--- src/rtl/lsu_misalign_ctrl.sv ---
// lsu_misalign_ctrl: request-side load/store stage in front of the data TCM.
// Turns byte/half/word accesses at any byte address into word-aligned
// accesses. Accesses that cross a word boundary are split into two.
// Load data is merged and extended, then returned as one registered response.
// Ports:
//   clk, rst_n (sync, active-low)
//   req_*/addr_i/we_i/data_type_i/data_sign_ext_i/wdata_i : request in
//   mem_* : word-aligned TCM access (rdata valid one cycle after mem_req_o)
//   rsp_valid_o/rdata_o/err_o : registered one-cycle response
module lsu_misalign_ctrl #(
    parameter int DATA_WIDTH = 32,
    parameter int ADDR_WIDTH = 32
) (
    input  logic                  clk,
    input  logic                  rst_n,
    input  logic                  req_valid_i,
    output logic                  req_ready_o,
    input  logic [ADDR_WIDTH-1:0] addr_i,
    input  logic                  we_i,
    input  logic [1:0]            data_type_i,
    input  logic                  data_sign_ext_i,
    input  logic [DATA_WIDTH-1:0] wdata_i,
    output logic                  mem_req_o,
    output logic [ADDR_WIDTH-1:0] mem_addr_o,
    output logic                  mem_we_o,
    output logic [3:0]            mem_be_o,
    output logic [DATA_WIDTH-1:0] mem_wdata_o,
    input  logic [DATA_WIDTH-1:0] mem_rdata_i,
    output logic                  rsp_valid_o,
    output logic [DATA_WIDTH-1:0] rdata_o,
    output logic                  err_o
);

    typedef enum logic [2:0] {
        S_IDLE = 3'd0,
        S_ACC0 = 3'd1,
        S_ACC1 = 3'd2,
        S_CAPT = 3'd3,
        S_ERR  = 3'd4
    } state_t;

    state_t r_state;
    state_t w_next;

    logic [1:0]            r_off;
    logic [ADDR_WIDTH-1:0] r_waddr;
    logic [7:0]            r_be8;
    logic [63:0]           r_wd64;
    logic                  r_split;
    logic                  r_we;
    logic [1:0]            r_type;
    logic                  r_sext;
    logic [31:0]           r_lo;

    logic                  w_accept;
    logic [3:0]            w_base_be;
    logic [7:0]            w_be8;
    logic [63:0]           w_wd64;
    logic                  w_split;
    logic [55:0]           w_cat;
    logic [31:0]           w_r;
    logic [31:0]           w_ext;

    assign req_ready_o = (r_state == S_IDLE);
    assign w_accept    = req_valid_i && req_ready_o;

    always_comb begin
        w_base_be = 4'b1111;
        case (data_type_i)
            2'b00:   w_base_be = 4'b0001;
            2'b01:   w_base_be = 4'b0011;
            default: w_base_be = 4'b1111;
        endcase
    end

    assign w_be8   = {4'h0, w_base_be} << addr_i[1:0];
    assign w_wd64  = {32'h0, wdata_i} << {addr_i[1:0], 3'b000};
    assign w_split = ((data_type_i == 2'b01) && (addr_i[1:0] == 2'd3)) ||
                     ((data_type_i == 2'b10) && (addr_i[1:0] != 2'd0));

    // Byte 3 of the high word is never needed: the widest crossing access
    // (word at offset 3) ends at byte 6 of the merged pair.
    assign w_cat = r_split ? {mem_rdata_i[23:0], r_lo}
                           : {24'h0, mem_rdata_i};

    always_comb begin
        w_r = w_cat[31:0];
        case (r_off)
            2'd0: w_r = w_cat[31:0];
            2'd1: w_r = w_cat[39:8];
            2'd2: w_r = w_cat[47:16];
            2'd3: w_r = w_cat[55:24];
            default: w_r = w_cat[31:0];
        endcase
    end

    always_comb begin
        w_ext = w_r;
        case (r_type)
            2'b00:   w_ext = {{24{r_sext & w_r[7]}}, w_r[7:0]};
            2'b01:   w_ext = {{16{r_sext & w_r[15]}}, w_r[15:0]};
            default: w_ext = w_r;
        endcase
    end

    always_ff @(posedge clk) begin
        if (!rst_n) begin
            r_state <= S_IDLE;
        end else begin
            r_state <= w_next;
        end
    end

    always_comb begin
        w_next      = r_state;
        mem_req_o   = 1'b0;
        mem_addr_o  = '0;
        mem_we_o    = 1'b0;
        mem_be_o    = 4'h0;
        mem_wdata_o = '0;
        unique case (r_state)
            S_IDLE: begin
                if (req_valid_i) begin
                    w_next = (data_type_i == 2'b11) ? S_ERR : S_ACC0;
                end
            end
            S_ACC0: begin
                mem_req_o   = 1'b1;
                mem_addr_o  = r_waddr;
                mem_we_o    = r_we;
                mem_be_o    = r_be8[3:0];
                mem_wdata_o = r_wd64[31:0];
                w_next      = r_split ? S_ACC1 : S_CAPT;
            end
            S_ACC1: begin
                mem_req_o   = 1'b1;
                mem_addr_o  = r_waddr + ADDR_WIDTH'(4);
                mem_we_o    = r_we;
                mem_be_o    = r_be8[7:4];
                mem_wdata_o = r_wd64[63:32];
                w_next      = S_CAPT;
            end
            S_CAPT:  w_next = S_IDLE;
            S_ERR:   w_next = S_IDLE;
            default: w_next = S_IDLE;
        endcase
    end

    always_ff @(posedge clk) begin
        if (!rst_n) begin
            r_off       <= 2'd0;
            r_waddr     <= '0;
            r_be8       <= 8'h0;
            r_wd64      <= 64'h0;
            r_split     <= 1'b0;
            r_we        <= 1'b0;
            r_type      <= 2'b00;
            r_sext      <= 1'b0;
            r_lo        <= 32'h0;
            rsp_valid_o <= 1'b0;
            rdata_o     <= '0;
            err_o       <= 1'b0;
        end else begin
            rsp_valid_o <= 1'b0;
            if (w_accept) begin
                r_off   <= addr_i[1:0];
                r_waddr <= {addr_i[ADDR_WIDTH-1:2], 2'b00};
                r_be8   <= w_be8;
                r_wd64  <= w_wd64;
                r_split <= w_split;
                r_we    <= we_i;
                r_type  <= data_type_i;
                r_sext  <= data_sign_ext_i;
            end
            if (r_state == S_ACC1) begin
                r_lo <= mem_rdata_i;
            end
            if (r_state == S_CAPT) begin
                rsp_valid_o <= 1'b1;
                err_o       <= 1'b0;
                rdata_o     <= r_we ? '0 : w_ext;
            end
            if (r_state == S_ERR) begin
                rsp_valid_o <= 1'b1;
                err_o       <= 1'b1;
                rdata_o     <= '0;
            end
        end
    end

endmodule

--- config.mk ---
export PLATFORM = sky130hd
export DESIGN_NAME = lsu_misalign_ctrl
export DESIGN_NICKNAME = d
export VERILOG_FILES = /design/src/rtl/lsu_misalign_ctrl.sv
export SDC_FILE = /design/constraint.sdc
export NUM_CORES = 1
export LEC_CHECK = 0
export BUFFER_PORTS_ARGS = -buffer_cell sky130_fd_sc_hd__buf_2
export CAP_MARGIN = 30
export CORE_ASPECT_RATIO = 1.75
export CORE_MARGIN = 3
export CORE_UTILIZATION = 46
export CTS_BUF_LIST = sky130_fd_sc_hd__clkbuf_2 sky130_fd_sc_hd__clkbuf_4 sky130_fd_sc_hd__clkbuf_8
export DETAILED_ROUTE_END_ITERATION = 8
export GPL_TIMING_DRIVEN = 0
export PLACE_DENSITY = 0.69
export SLEW_MARGIN = 20
export SYNTH_ARGS = -nofsm -noshare
export SYNTH_HDL_FRONTEND = slang
export SYNTH_SLANG_ARGS = --single-unit
--- constraint.sdc ---
create_clock -name clk -period 4.8 [get_ports clk]
set_clock_uncertainty 0.1 [all_clocks]
set_input_delay 0.24 -clock clk [delete_from_list [all_inputs] [get_ports clk]]
set_output_delay 0.24 -clock clk [all_outputs]
set_load 0.01 [all_outputs]
* Word-level counts from Yosys, hierarchy flattened
Cells that the tools add are included.
** Word-level totals
- Register bits after elaboration :: 178
- Input port bits :: 103
- Output and inout bits :: 105
- Logic and storage cells :: 62
** Cells by class
- Add/subtract/negate cells :: 1
- Eq/ne operators :: 13
- Shift-type cells :: 2
- Mux-type cells :: 18
- Bitwise operators :: 3
- Reduce and logical (&&, ||, !) cells :: 12
** Operators with widths (count)
- case mux 32 bit (2 select lines) :: 3
- case mux 32 bit (4 select lines) :: 1
- << shifter 32 x 5 -> 64 bit :: 1
- two-way mux 56 bit :: 1
- adder 32 x 3 -> 32 bit (second input constant) :: 1
- two-way mux 32 bit :: 1
- case mux 4 bit (2 select lines) :: 2
- == test 2 bit (second input constant) :: 5
- case mux 3 bit (3 select lines) :: 1
- << shifter 4 x 2 -> 8 bit :: 1
- two-way mux 1 bit :: 7
- == test 2 x 1 -> 1 bit (second input constant) :: 3
- == test 3 x 2 -> 1 bit (second input constant) :: 2
- logical NOT 2 bit :: 3
- two-way mux 3 bit :: 2
- nonzero test 2 bit :: 2
- OR reduction 2 bit :: 2
- == test 3 x 1 -> 1 bit (second input constant) :: 1
- == test 3 bit (second input constant) :: 1
- logical AND 1 bit :: 3
- logical NOT 3 bit :: 1
- AND 1 bit :: 2
- != test 2 bit (second input constant) :: 1
- logical OR 1 bit :: 1
- inverter 1 bit :: 1

* Depth between registers and ports, before layout
Gate-level depths: netlist (run 1).
- Depth after elaboration :: 5
- Gate-level depth with buffers :: 8
- Mapped depth without buffers :: 6

* Worst setup path after synthesis (run 1)
No wires, ideal clock.
- Path type :: register to output
- Start :: register r_waddr[2]
- End :: output port mem_addr_o[24]
- Arrival time :: 1.777 ns
- Required time :: 4.460 ns
- Slack :: 2.683 ns
- Stages on the path, launching flop included :: 7
- Buffers on the path :: 0
- Cell sequence :: dfxtp_1 ha_1 nand3_1 nor4_4 nand2_1 o311ai_0 o31ai_1
** Between the ends
- Longest elaborated chain between the ends :: 2
** RTL lines
- start, declared :: RTL line 46 : logic [ADDR_WIDTH-1:0] r_waddr;
- start signal, assigned :: RTL line 167 : r_waddr <= {addr_i[ADDR_WIDTH-1:2], 2'b00};
- adder 32 x 3 -> 32 bit :: RTL line 137 : mem_addr_o = r_waddr + ADDR_WIDTH'(4);
- case mux 32 bit (2 select lines) :: RTL line 121 : unique case (r_state)
- end, declared :: RTL line 24 : output logic [ADDR_WIDTH-1:0] mem_addr_o,
Every way passes these cells.

* Worst setup path after layout (run 1)
- Start :: register r_state[1]
- End :: output port mem_addr_o[25]
** Between the ends
- Longest elaborated chain between the ends :: 2
- Elaborated cells on any way between the ends :: 3
- Classes of those cells :: 2 x eq/ne; 1 x mux
** RTL lines
- start, declared :: RTL line 42 : state_t r_state;
- start signal, assigned :: RTL line 110 : r_state <= w_next;
- == test 3 x 2 -> 1 bit or == test 3 x 1 -> 1 bit (tied branches) :: RTL line 121
- case mux 32 bit (2 select lines) (*) :: RTL line 121
Mark *: on every way between the ends. The rest lies on a longest branch, timed or not.

==> results summary, run 1 <==
Among all flip-flop cells after synthesis, the most frequent one is dfxtp_1. The largest net degree at the start of global routing is 17. The number of setup violations in the final report came out at 0. Measured against its own limit, the worst slew margin works out to 45.4%. The TritonCTS clock tree is done. Counting instances in the post-synthesis netlist gives the leading cell types as 267 x nand2_1, 169 x dfxtp_1, 89 x a21boi_0.

The antenna violation net count after detailed routing is 0. The clock-pin slew of the registers on the worst-case setup and hold paths is approximately 90 ps. Data arrives at the worst endpoint at 3090 ps. The weighted congestion at the end of routability-driven global placement is roughly 0.99. The worst setup path is launched from a flip-flop.

The number of nets at the end of the flow is 1590. The transition time at the pin with the least slew margin is 819 ps. Yosys attributes the largest share of cell area to dfxtp_1 35%, nand2_1 10%, a21boi_0 7.0%. Among all cell types in the netlist, the one instantiated most often is nand2_1.

Gates resized during post-CTS repair numbered 0. The class of the most critical hold timing path is in2reg. The worst hold path was traced through 3 stages. The number of buffers on the longest clock path is 2. The tree is rooted in a clkbuf_8. The area growth from synthesis to layout is 26.5%. Derived from the worst setup path, the maximum achievable clock frequency is 0.291 GHz. The setup slack of the critical path after layout came out at between 1000 and 1500 ps.

The detail-routed via count per cell is 5.92. The distinct cell type count after synthesis is 68. Dividing the detail-routed wire length by the instance count gives about 22 um. The area of the core came out at 0.0204 mm2. The count of flip-flops with a built-in enable after synthesis came out at 0. Summing all flip-flop and latch instances after layout gives 0.00338 mm2. The highest fanout seen on the critical path is 10. The effective utilization at floorplan came out at 46.9%.

The power per standard cell area came out at 302 mW/mm2. The sum of net half-perimeters after detailed placement came out at 28800 um. The path with the worst hold slack has its endpoint at r_wd64[39]$_SDFFE_PN0P_.

The worst setup path is of the reg2out kind. The worst setup path is captured at a primary output. The area taken by multi-input logic gates is 0.00567 mm2. Measured in cells, the most critical reg-to-reg path has a length of 7. The setup slack after placement is a little under 2000 ps. The post-synthesis cell area came out at 0.00955 mm2. Setup repair after global routing left no endpoint under its margin.

The total global routing overflow came out at 0. The number of top-level pins is roughly 210. Global routing consumed, over all layers together, between 30 and 40% of the routing resources. The maximum ir drop on the vdd rail came out at 0.303 mV. The share of the synthesized area in the top cell type came out at between 30% and 40%.

The cell count after synthesis came out at 1183. The number of hold-slack violations in the final timing report came out at 0. The width of the chip is 115 um. The H-tree depth came out at 4. The count of final max-slew check failures came out at 0. The average footprint of a synthesized cell came out at approximately 8.1 um2.

For this run, design rule violations remaining after detail routing come to 0. The number of global-route vias before repair is between 10000 and 15000. The area of the die came out at about 0.023 mm2. The total number of vias came out at 10331.

The insertion delay of the later-clocked pin in the worst-skew pair came out at roughly 490 ps. The leakage power of the design is 5.00 nW. The first global-routing pass estimated 56900 um of wire.

The flow ran to the end, and the final reports show no timing, DRC or antenna violations. Dividing the final minimum period by the clock period gives 71.6%. In this run the most critical hold path is launched from wdata_i[23].

The first detailed-routing pass took 6 iterations. The initial antenna violation count came out at 0. Across the run, the number of max-cap violations was 0. In this run the critical register-to-register path is captured at rdata_o[29]$_SDFFE_PP0N_. The worst register-to-register path begins at r_off[0]$_SDFFE_PN0P_.

The post-CTS setup buffer count came out at 0. The data required time of the worst path is 4460 ps. The count of buffers from port buffering is 202. Summed over all instances, the cell type with the most area after synthesis is dfxtp_1. The proportion of register bits with asynchronous set or reset after synthesis came out at 0%. After the first detailed-routing iteration, the DRC count stood at 812. The proportion of synthesized chip area in sequential cells came out at 35.4%. The count of antenna diodes in the layout came out at 0. The row count is just under 70.

After routing, the total negative slack on setup checks comes to 0 ps. The core utilization of the finished layout came out at 59.3%. The synthesized design contains ~170 register bits. The fill cell total of the finished layout came out at 1939. The internal reg-to-reg setup slack came out at 2230 ps. Of the cells placed in the final design, the portion with a size suffix greater than 1 is 21.2%. During synthesis, Yosys emitted a total of 0 warnings. The hold buffer count at CTS is 81.

For this block, the routed nets add up to around 38000 um of wire. The die boundary height is 197 um. The minimum clock period after layout came out at 3430 ps.

The total clock sinks came out at about 170. The number of buffers added by the clock tree synthesis step is 17.
[layout make-up]
cell class	count	area share, %
repair buffers	283	15.1
clock buffers	20	2.23
well taps	248	2.57
inverters	12	0.373
clock inverters	10	1.02
flip-flops and latches	169	28.0
multi-input cells	896	47.0
plain buffers	107	3.73
[cells in the final DEF (no fill, tap or decap), types with 5 or more instances in the layout]
cell type      instances
nand2_1              267
buf_2                225
dfxtp_1              169
a21boi_0              89
dlygate4sd3_1         81
clkbuf_1              71
nor2_1                55
nand3_1               43
o21ai_0               43
mux2i_1               37
a22o_1                32
a21oi_1               31
mux2_2                29
nor3_1                21
and2_1                21
o211ai_1              19
clkbuf_8              19
nor2b_1               15
a221oi_1              15
a21boi_1              14
a22oi_1               13
a221o_1               13
o31ai_1               11
inv_1                 11
o211a_1               11
mux4_2                11
nand4_1                8
a31oi_1                8
nor3b_1                8
buf_1                  7
a211oi_1               6
o2bb2ai_1              6
a211o_1                5
o22ai_1                5
buf_4                  5
o221ai_1               5
[power by group]
part,switching [W],internal (W),leakage [nW]
logic,0.000659,0.000375,3.44
clock network,0.000547,0.000491,0.190
registers,0.0000758,0.00150,1.38
total,0.00128,0.00236,5.00
[stage by stage]
step | power (W) | cell area [um2] | hold WS, ps | cells
after floorplan | 0.00218 | 9550 | 285 | 1184
after global placement | 0.00256 | 10900 | 335 | 1634
after detailed placement | 0.00257 | 10900 | 339 | 1634
after CTS | 0.00363 | 12100 | 47.8 | 1745
after global routing | 0.00379 | 12100 | 67.6 | 1745
final | 0.00365 | 12100 | 74.0 | 1745
[kinds of logic (layout without fill, tap and decap cells)]
group / after synthesis / count (layout) / synth area share, %
buffers and inverters: 119 / 432 / 5.19
and+or+nand+nor: 467 / 467 / 22.2
xor gates and xnor gates: 4 / 4 / 0.367
DFF: 169 / 169 / 35.4
AOI/OAI and AO/OA: 344 / 344 / 26.6
other: 1 / 2 / 0.0393
muxes: 78 / 78 / 10.0
adders and majority gates: 1 / 1 / 0.131
[critical path, stage by stage (launching register included)]
cell and delay, ps:
dfxtp_1 310, buf_2 170, nand2b_1 180, nor2_1 440, clkbuf_1 440, clkbuf_1 570
o211ai_1 180, nand3_1 170, buf_2 160
[worst max path at each step]
stage                                  from             end  cells past startpoint
floorplan           r_waddr[2]$_SDFFE_PN0P_  mem_addr_o[24]                      6
global placement    r_state[1]$_SDFFE_PN0P_  mem_addr_o[25]                      8
detailed placement  r_state[1]$_SDFFE_PN0P_  mem_addr_o[25]                      8
CTS                 r_state[1]$_SDFFE_PN0P_  mem_addr_o[25]                      8
global route        r_state[1]$_SDFFE_PN0P_  mem_addr_o[25]                      8
finish              r_state[1]$_SDFFE_PN0P_  mem_addr_o[25]                      8
[sequential cells by signal, indices dropped and copies added (netlist names)]
| signal | count |
|---|---|
| rsp_valid_o | 1 |
| r_lo | 32 |
| r_waddr | 30 |
| r_we | 1 |
| err_o | 1 |
| r_be8 | 7 |
| rdata_o | 32 |
| r_off | 2 |
| r_sext | 1 |
| r_state | 3 |
| r_wd64 | 56 |
| r_type | 2 |
| r_split | 1 |
[layer usage]
metal  routed length (um)  global-route usage, %  share of wire (%)  vias up
met4                 3130                   25.1                8.3        0
met2                19200                   58.1                 51      559
met3                 2070                   4.52                5.5      166
met5                    0                      0                  0        -
li1                     -                      -                  -     4850
met1                13300                   34.9                 35     4756
(Power assumes the default switching activity.)
==> run 2, diff against run 1 <==
--- a/config.mk
+++ b/config.mk
@@ -5,6 +5,7 @@
 export SDC_FILE = /design/constraint.sdc
 export NUM_CORES = 1
 export LEC_CHECK = 0
+export ABC_AREA = 1
 export BUFFER_PORTS_ARGS = -buffer_cell sky130_fd_sc_hd__buf_2
 export CAP_MARGIN = 30
 export CORE_ASPECT_RATIO = 1.75
==> constraint.sdc (replaced) <==
create_clock -name clk -period 3.6 [get_ports clk]
set_clock_uncertainty 0.1 [all_clocks]
set_input_delay 0.18 -clock clk [delete_from_list [all_inputs] [get_ports clk]]
set_output_delay 0.18 -clock clk [all_outputs]
set_load 0.01 [all_outputs]
==> results summary, run 2 <==
The sequential cells in the finished layout cover a total of 0.00338 mm2. The total global routing track utilization is 35.8%. The share of the synthesized area in the top cell type came out at between 30% and 40%.

The clock reaches the later pin of the worst-skew pair after 490 ps. The number of buffers on the longest clock path came out at 2. CTS saw about 170 sinks. The initial antenna violation count came out at 0.

The worst path needs 3190 ps of the cycle, external delays included. The area of the die came out at 0.0222 mm2. The detailed-route wire length per cell is 20.1 um. The count of final max-slew check failures is 0. The finished layout holds 1988 standard cells, fillers aside. The data required time of the worst path is 3320 ps. The weighted congestion at the end of routability-driven global placement is 0.989. The total instance count after detailed placement came out at 1874. The worst slew margin relative to its limit is roughly 30%. The H-tree depth came out at 4. The number of antenna diodes in the final layout is 0. The fill cell total of the finished layout came out at 2008. After synthesis the netlist holds a flip-flop and latch count of 169.

The most frequently used cell type in the post-synthesis netlist is nand2_1. The instance area after placement is 0.0107 mm2. The worst setup path is of the reg2out kind. The number of gates resized after CTS was 0. The cell at the slowest stage of the critical path is nor3_1. The root buffer cell chosen for the clock tree is clkbuf_8.

The flow ran to the end, and the final reports show no timing, DRC or antenna violations. The highest achievable clock rate is 0.313 GHz. After floorplanning, the core was sized to cover 0.0198 mm2.

The fraction of final layout cells sized beyond drive strength 1 came out at about a fifth. Data arrives at the worst endpoint at 2910 ps. The register with the most flip-flops in the layout has 56 of them.

The hold buffer count at CTS came out at between 80 and 90. Counting flops per register, the top entry is r_wd64. The tightest min-delay check is of the in2reg type. The post-route clock period utilization came out at approximately 89%. The multi-input combinational cells in the finished layout cover a total of between 0.005 and 0.006 mm2. For this configuration, the core starts out at a cell density of 47.2%. The global-route wire length before repair is ~60000 um. For this run, the share of the core covered by cells in the final layout is between 60 and 70%. The most critical setup path has its endpoint at mem_addr_o[10].

The post-synthesis cell area came out at 0.00936 mm2. The top cell types in the final layout, fill and taps aside, are 364 x nand2_1, 229 x buf_2, 171 x o21ai_0, 169 x a21oi_1, 169 x dfxtp_1. The critical path goes through ha_1 -> nand2_1 -> inv_1 -> nand2_1 -> nor2_2 -> inv_1 -> nor3_1 -> xor2_1 -> o21ai_0 -> buf_2. The final routed wirelength across all metal layers is 39900 um. The number of top-level pins is 208. The critical path starts at r_waddr[2]$_SDFFE_PN0P_. The count of buffers from port buffering is between 200 and 250. The largest single stage delay on the critical path is ~520 ps. The proportion of synthesized chip area in sequential cells came out at 36.1%. The number of nets at the end of the flow is 1834. By area the synthesized netlist is led by dfxtp_1 36%, nand2_1 15%, o21ai_0 9.1%. The worst register-to-register path ends at rdata_o[20]$_SDFFE_PP0N_. Relative to the synthesized area, the layout overhead comes to 27.4%. The total global routing overflow came out at 0. The count of flip-flops with a built-in enable after synthesis came out at 0. The synthesized design spends more area on one cell type than any other, namely dfxtp_1. The internal reg-to-reg setup slack came out at 1310 ps. The proportion of register bits with asynchronous set or reset after synthesis is 0%. The antenna violation net count after detailed routing is 0. The dominant register cell in the synthesized netlist is dfxtp_1. The number of instances in the synthesized netlist is 1424. The post-route cell area came out at roughly 0.012 mm2.

Setup repair after global routing left no endpoint under its margin. The startpoint of the worst register-to-register path is r_split$_SDFFE_PN0P_. The number of maximum-capacitance constraint violations came out at 0.

The transition time at the pin with the least slew margin came out at 1040 ps. The post-layout total power is 0.00670 W. After the first detailed-routing iteration, the DRC count stood at 872. In the final layout, the registers with the most flip-flops are r_wd64 x56, r_lo x32, rdata_o x32. The detailed-routing iteration count for the pre-antenna-repair pass came out at 6. The clock-pin slew of the registers on the worst-case setup and hold paths is roughly 110 ps. Yosys printed 0 warnings. The post-CTS setup buffer count is 0.

The number of global-route vias before repair is 11304. The kind of start point of the critical path is a flip-flop. The library cell used most frequently in the layout, excluding fill and tap cells, is nand2_1. The TritonCTS clock tree is done. The largest net degree at the start of global routing came out at 18. The total number of vias came out at 11327.

In the synthesized netlist, the cells that appear most often are 364 x nand2_1, 171 x o21ai_0, 169 x a21oi_1, 169 x dfxtp_1, 109 x nor2_1. Each instance of the synthesized netlist takes up on average 6.57 um2. Setup violations remaining at the end of the flow were counted as 0. The row count came out at between 60 and 70. The count of unresolved DRC violations after routing came out at 0.

The total negative setup slack is 0 ps. The sum of net half-perimeters after detailed placement is between 30000 and 40000 um. The number of buffers added by the clock tree synthesis step came out at 17.

The number of hold-slack violations in the final timing report came out at 0. The number of cells traversed by the worst register-to-register path came out at 8. The distinct cell type count after synthesis came out at 46. The width of the chip came out at 114 um. The leakage power of the design came out at 5.17 nW. The die is 195 um tall. The critical path capture point type is a primary output. The maximum ir drop on the vdd rail came out at ~0.32 mV.

The highest fanout seen on the critical path came out at 4. Using the TritonRoute via totals, the vias-per-cell ratio works out to 5.70. The power per standard cell area is approximately 560 mW/mm2.
[run 2: cell count changes in the layout (fill, tap and decap cells not counted), moves of 20 or more]
cell and change:
inv_1 +95, nand2_1 +97, mux2_2 -29, a21oi_1 +138, o21ai_1 +23, and2_1 -20, mux2i_1 -37, a21boi_0 -89
nor2_1 +54, clkbuf_1 -28, o21ai_0 +128
[run 2: stage by stage]
stage                     hold slack (ps)  worst slack, ps
after floorplan                       215             1800
after global placement                318             1100
after detailed placement              321             1040
after CTS                            9.26              479
after global routing                 41.1              381
final                                40.3              409
[run 2: layout make-up]
| type | instances | area share [%] |
|---|---|---|
| Multi-Input combinational cell | 1039 | 42.1 |
| Tap cell | 245 | 2.57 |
| Clock inverter | 15 | 1.52 |
| Inverter | 122 | 3.85 |
| Sequential cell | 169 | 28.4 |
| Clock buffer | 17 | 1.96 |
| Timing Repair Buffer | 286 | 15.4 |
| Buffer | 95 | 4.19 |
[run 2: per-layer routing]
layer  routed length (um)  global-route usage (%)  vias up
met5                    0                       0        -
met4                 3560                    28.8        0
met3                 2450                    5.02      191
met2                20200                    63.2      613
met1                13700                    36.7     5183
li1                     -                       -     5340
[run 2: where the power goes]
group | internal (W) | switching (W) | leakage (nW)
sequential | 0.00219 | 0.000236 | 1.38
clock | 0.000645 | 0.000833 | 0.203
combinational | 0.000854 | 0.00194 | 3.58
total | 0.00369 | 0.00301 | 5.17
[run 2: how the worst min path moves through the flow]
stage | from | endpoint | slack [ps] | depth (start not counted)
2_1_floorplan | mem_rdata_i[0] | r_lo[0]$_SDFFE_PN0P_ | 210 | 2
3_3_place_gp | mem_rdata_i[25] | r_lo[25]$_SDFFE_PN0P_ | 320 | 3
3_5_place_dp | addr_i[23] | r_waddr[23]$_SDFFE_PN0P_ | 320 | 3
4_1_cts | addr_i[1] | r_be8[5]$_SDFFE_PN0P_ | 9 | 3
5_1_grt | addr_i[1] | r_be8[5]$_SDFFE_PN0P_ | 40 | 3
6_report | wdata_i[17] | r_wd64[33]$_SDFFE_PN0P_ | 40 | 5
[run 2: critical path, delay by kind of cell (launching register included)]
family | cells | cell delay, ps
flops | 1 | 420
compound gates | 1 | 370
buf+inv | 3 | 410
simple gates | 4 | 880
fa+ha+maj | 1 | 200
xor+xnor | 1 | 130
[run 2: cell families (layout without fill, tap and decap cells)]
group           count (synthesis)  in the layout  synth area share [%]
compound gates                449            449                  26.6
xor+xnor                        4              4                 0.374
fa+ha+maj                       1              1                 0.134
buf+inv                       217            535                  10.2
flops                         169            169                  36.1
other cells                     1              2                0.0401
simple gates                  583            583                  26.5
==> run 3, diff against run 2 <==
--- a/config.mk
+++ b/config.mk
@@ -10,11 +10,10 @@
 export CAP_MARGIN = 30
 export CORE_ASPECT_RATIO = 1.75
 export CORE_MARGIN = 3
-export CORE_UTILIZATION = 46
+export CORE_UTILIZATION = 50
 export CTS_BUF_LIST = sky130_fd_sc_hd__clkbuf_2 sky130_fd_sc_hd__clkbuf_4 sky130_fd_sc_hd__clkbuf_8
 export DETAILED_ROUTE_END_ITERATION = 8
-export GPL_TIMING_DRIVEN = 0
-export PLACE_DENSITY = 0.69
+export PLACE_DENSITY = 0.75
 export SLEW_MARGIN = 20
 export SYNTH_ARGS = -nofsm -noshare
 export SYNTH_HDL_FRONTEND = slang
==> results summary, run 3 (synthesized netlist as in run 2, its figures left out) <==
Pin placement for this block handled 208 I/O pins. The clock-pin slew of the registers on the worst-case setup and hold paths came out at 100 ps. The initial antenna violation count is 0. The weighted congestion at the end of routability-driven global placement came out at 0.996.

The most common cell after layout, fill and taps aside is nand2_1. The number of maximum-capacitance constraint violations is 0. The width of the chip came out at 109 um.

The area of the core came out at 0.0182 mm2. The total clock sinks came out at 169. The count of buffers added on input and output ports is 205. The TritonCTS clock tree is done. The critical path arrival is 2590 ps.

Setup repair after global routing left no endpoint under its margin. The number of placed instances, taps included, is between 1500 and 2000. The register with the most flip-flops in the layout has 56 of them. The count of antenna diodes in the layout came out at 0.

Counting flops per register, the top entry is r_wd64. The data required time of the worst path is 3320 ps. The met3 wire length is 1900 um.

The number of hold-slack violations in the final timing report is 0. The run finished with clean final reports. The transition time at the pin with the least slew margin is 883 ps. The detailed-route wire length per cell is 17.2 um. Counting the fill cells in the layout gives roughly 1800. The CTS root buffer is clkbuf_8. Setup violations remaining at the end of the flow were counted as 0. The maximum ir drop on the vdd rail is 0.288 mV.

The leakage power of the design is 4.95 nW. The sum of net half-perimeters after detailed placement came out at about 23000 um. The post-route clock period utilization came out at roughly four fifths.

The routed length on met1 came out at about 12000 um. After detailed routing, the met2 layer carries 16500 um of wire. The die boundary height came out at 187 um. The number of buffers on the longest clock path is 2.

The area growth from synthesis to layout came out at 22.8%. The antenna violation net count after detailed routing came out at 0. The worst path in the final design needs a cycle of 2870 ps, including I/O delays and setup. The floorplan has between 60 and 70 rows.

The power per standard cell area is 537 mW/mm2. The top cell types in the final layout, fill and taps aside, are 364 x nand2_1, 205 x buf_2, 171 x o21ai_0, 169 x a21oi_1, 168 x dfxtp_1. The largest registers in the layout are r_wd64 x56, r_lo x32, rdata_o x32.

The number of standard cells in the layout, taps in and fillers out came out at 1896. After the first detailed-routing iteration, the DRC count stood at about 830. In this run, CTS created clock tree buffers numbering 17. For this run, the post-layout net count is 1753. The number of global-route vias before repair was between 10000 and 15000. The total global routing overflow came out at 0. The largest net degree at the start of global routing came out at 83. The count of final max-slew check failures came out at 0.

The largest single stage delay on the critical path is 730 ps. The insertion delay of the later-clocked pin in the worst-skew pair came out at 470 ps. The post-route cell area is 0.0115 mm2. The slowest stage of the critical path is the buf_4 cell. OpenSTA, run right after detailed placement, puts the worst setup slack at 1220 ps. Traced cell by cell, the critical path runs through inv_2 -> nor3_4 -> buf_4 -> nand2_1 -> a21oi_1 -> buf_2. The setup slack of the critical path after layout came out at 735 ps. Once placement finished, the instance area stood at between 0.01 and 0.015 mm2. The post-CTS setup buffer count is 0. In this run the number of H-tree levels came out at 4.

The worst setup path is launched from a flip-flop. The fraction of final layout cells sized beyond drive strength 1 came out at around a fifth. After detailed routing, the number of remaining DRC violations is 0.

The highest achievable clock rate is ~0.35 GHz. The worst slew margin relative to its limit came out at 41.1%. The final routed wirelength across all metal layers is 32600 um.

Before antenna repair, the detailed router went through 6 iterations. The total negative setup slack came out at 0 ps. The worst setup path is captured at a primary output. The detail-routed via count per cell is 5.59.

The worst setup path is of the reg2out kind. The effective utilization at floorplan is 51.4%. The min-delay analysis places its worst path in the category in2reg. The total number of vias is 10607. For this run, the total global-route usage over all layers was measured as a little under a third.

Along the worst path, the maximum fanout reaches 77. The highest metal layer with signal wires is met4. The area of the die is around 0.020 mm2.

The global-route wire length before repair is 51200 um.
==> run 3: changes by cell type in the layout (fill, tap and decap cells not counted), sizes merged <==
cell,before,now
clkbuf,62,17
dlygate4sd3,82,81
bufinv,2,1
clkinvlp,3,2
inv,128,127
clkinv,4,7
buf,254,219
==> run 3: cell type report <==
cell class | count | area, um2 | share of cell area, %
well taps | 234 | 293 | 2.55
multi-input cells | 1039 | 5020 | 43.7
clock inverters | 15 | 160 | 1.39
repair buffers | 300 | 1940 | 16.9
inverters | 122 | 460 | 4.01
clock buffers | 17 | 234 | 2.04
flip-flops and latches | 169 | 3380 | 29.4
==> run 3: metrics by stage <==
step	hold WS, ps	power, W	util (%)
floorplan	215	0.00410	-
global placement	310	0.00469	56.5
detailed placement	312	0.00472	56.5
CTS	4.39	0.00616	63.1
global route	16.7	0.00654	63.1
finish	13.5	0.00617	63.1
==> run 3: timing repair <==
action                    CTS  global route
hold buffers               81             0
gates resized for setup     0             0
hold endpoints to repair   93             0
==> run 3: routing by layer <==
layer  up-vias  track usage [%]
li1       5168                -
met1      4850             33.9
met2       466             54.7
met3       123             4.49
met4         0             21.6
met5         -                0
==> run 3: worst max-delay path, delay by kind of cell, from the launching register on <==
| kind | cells | cell delay, ps |
|---|---|---|
| AO/OA/AOI/OAI | 1 | 260 |
| buffers and inverters | 3 | 990 |
| AND/OR/NAND/NOR | 2 | 320 |
| flip-flops | 1 | 530 |
==> run 3: final timing paths <==
kind	from	endpoint	slack [ps]	cells past startpoint
max	r_state[1]$_SDFFE_PN0P_	mem_addr_o[27]	730	6
max reg2reg	r_off[0]$_SDFFE_PN0P_	rdata_o[31]$_SDFFE_PP0N_	1300	11
min reg2reg	r_lo[16]$_SDFFE_PN0P_	r_lo[16]$_SDFFE_PN0P_	360	2
min	addr_i[1]	r_be8[5]$_SDFFE_PN0P_	10	3
==> run 3: where the power goes <==
part / switching (W) / total, W / internal [W]
combinational: 0.00166 / 0.00237 / 0.000712
clock: 0.000812 / 0.00139 / 0.000578
sequential: 0.000224 / 0.00241 / 0.00219
total: 0.00269 / 0.00617 / 0.00348
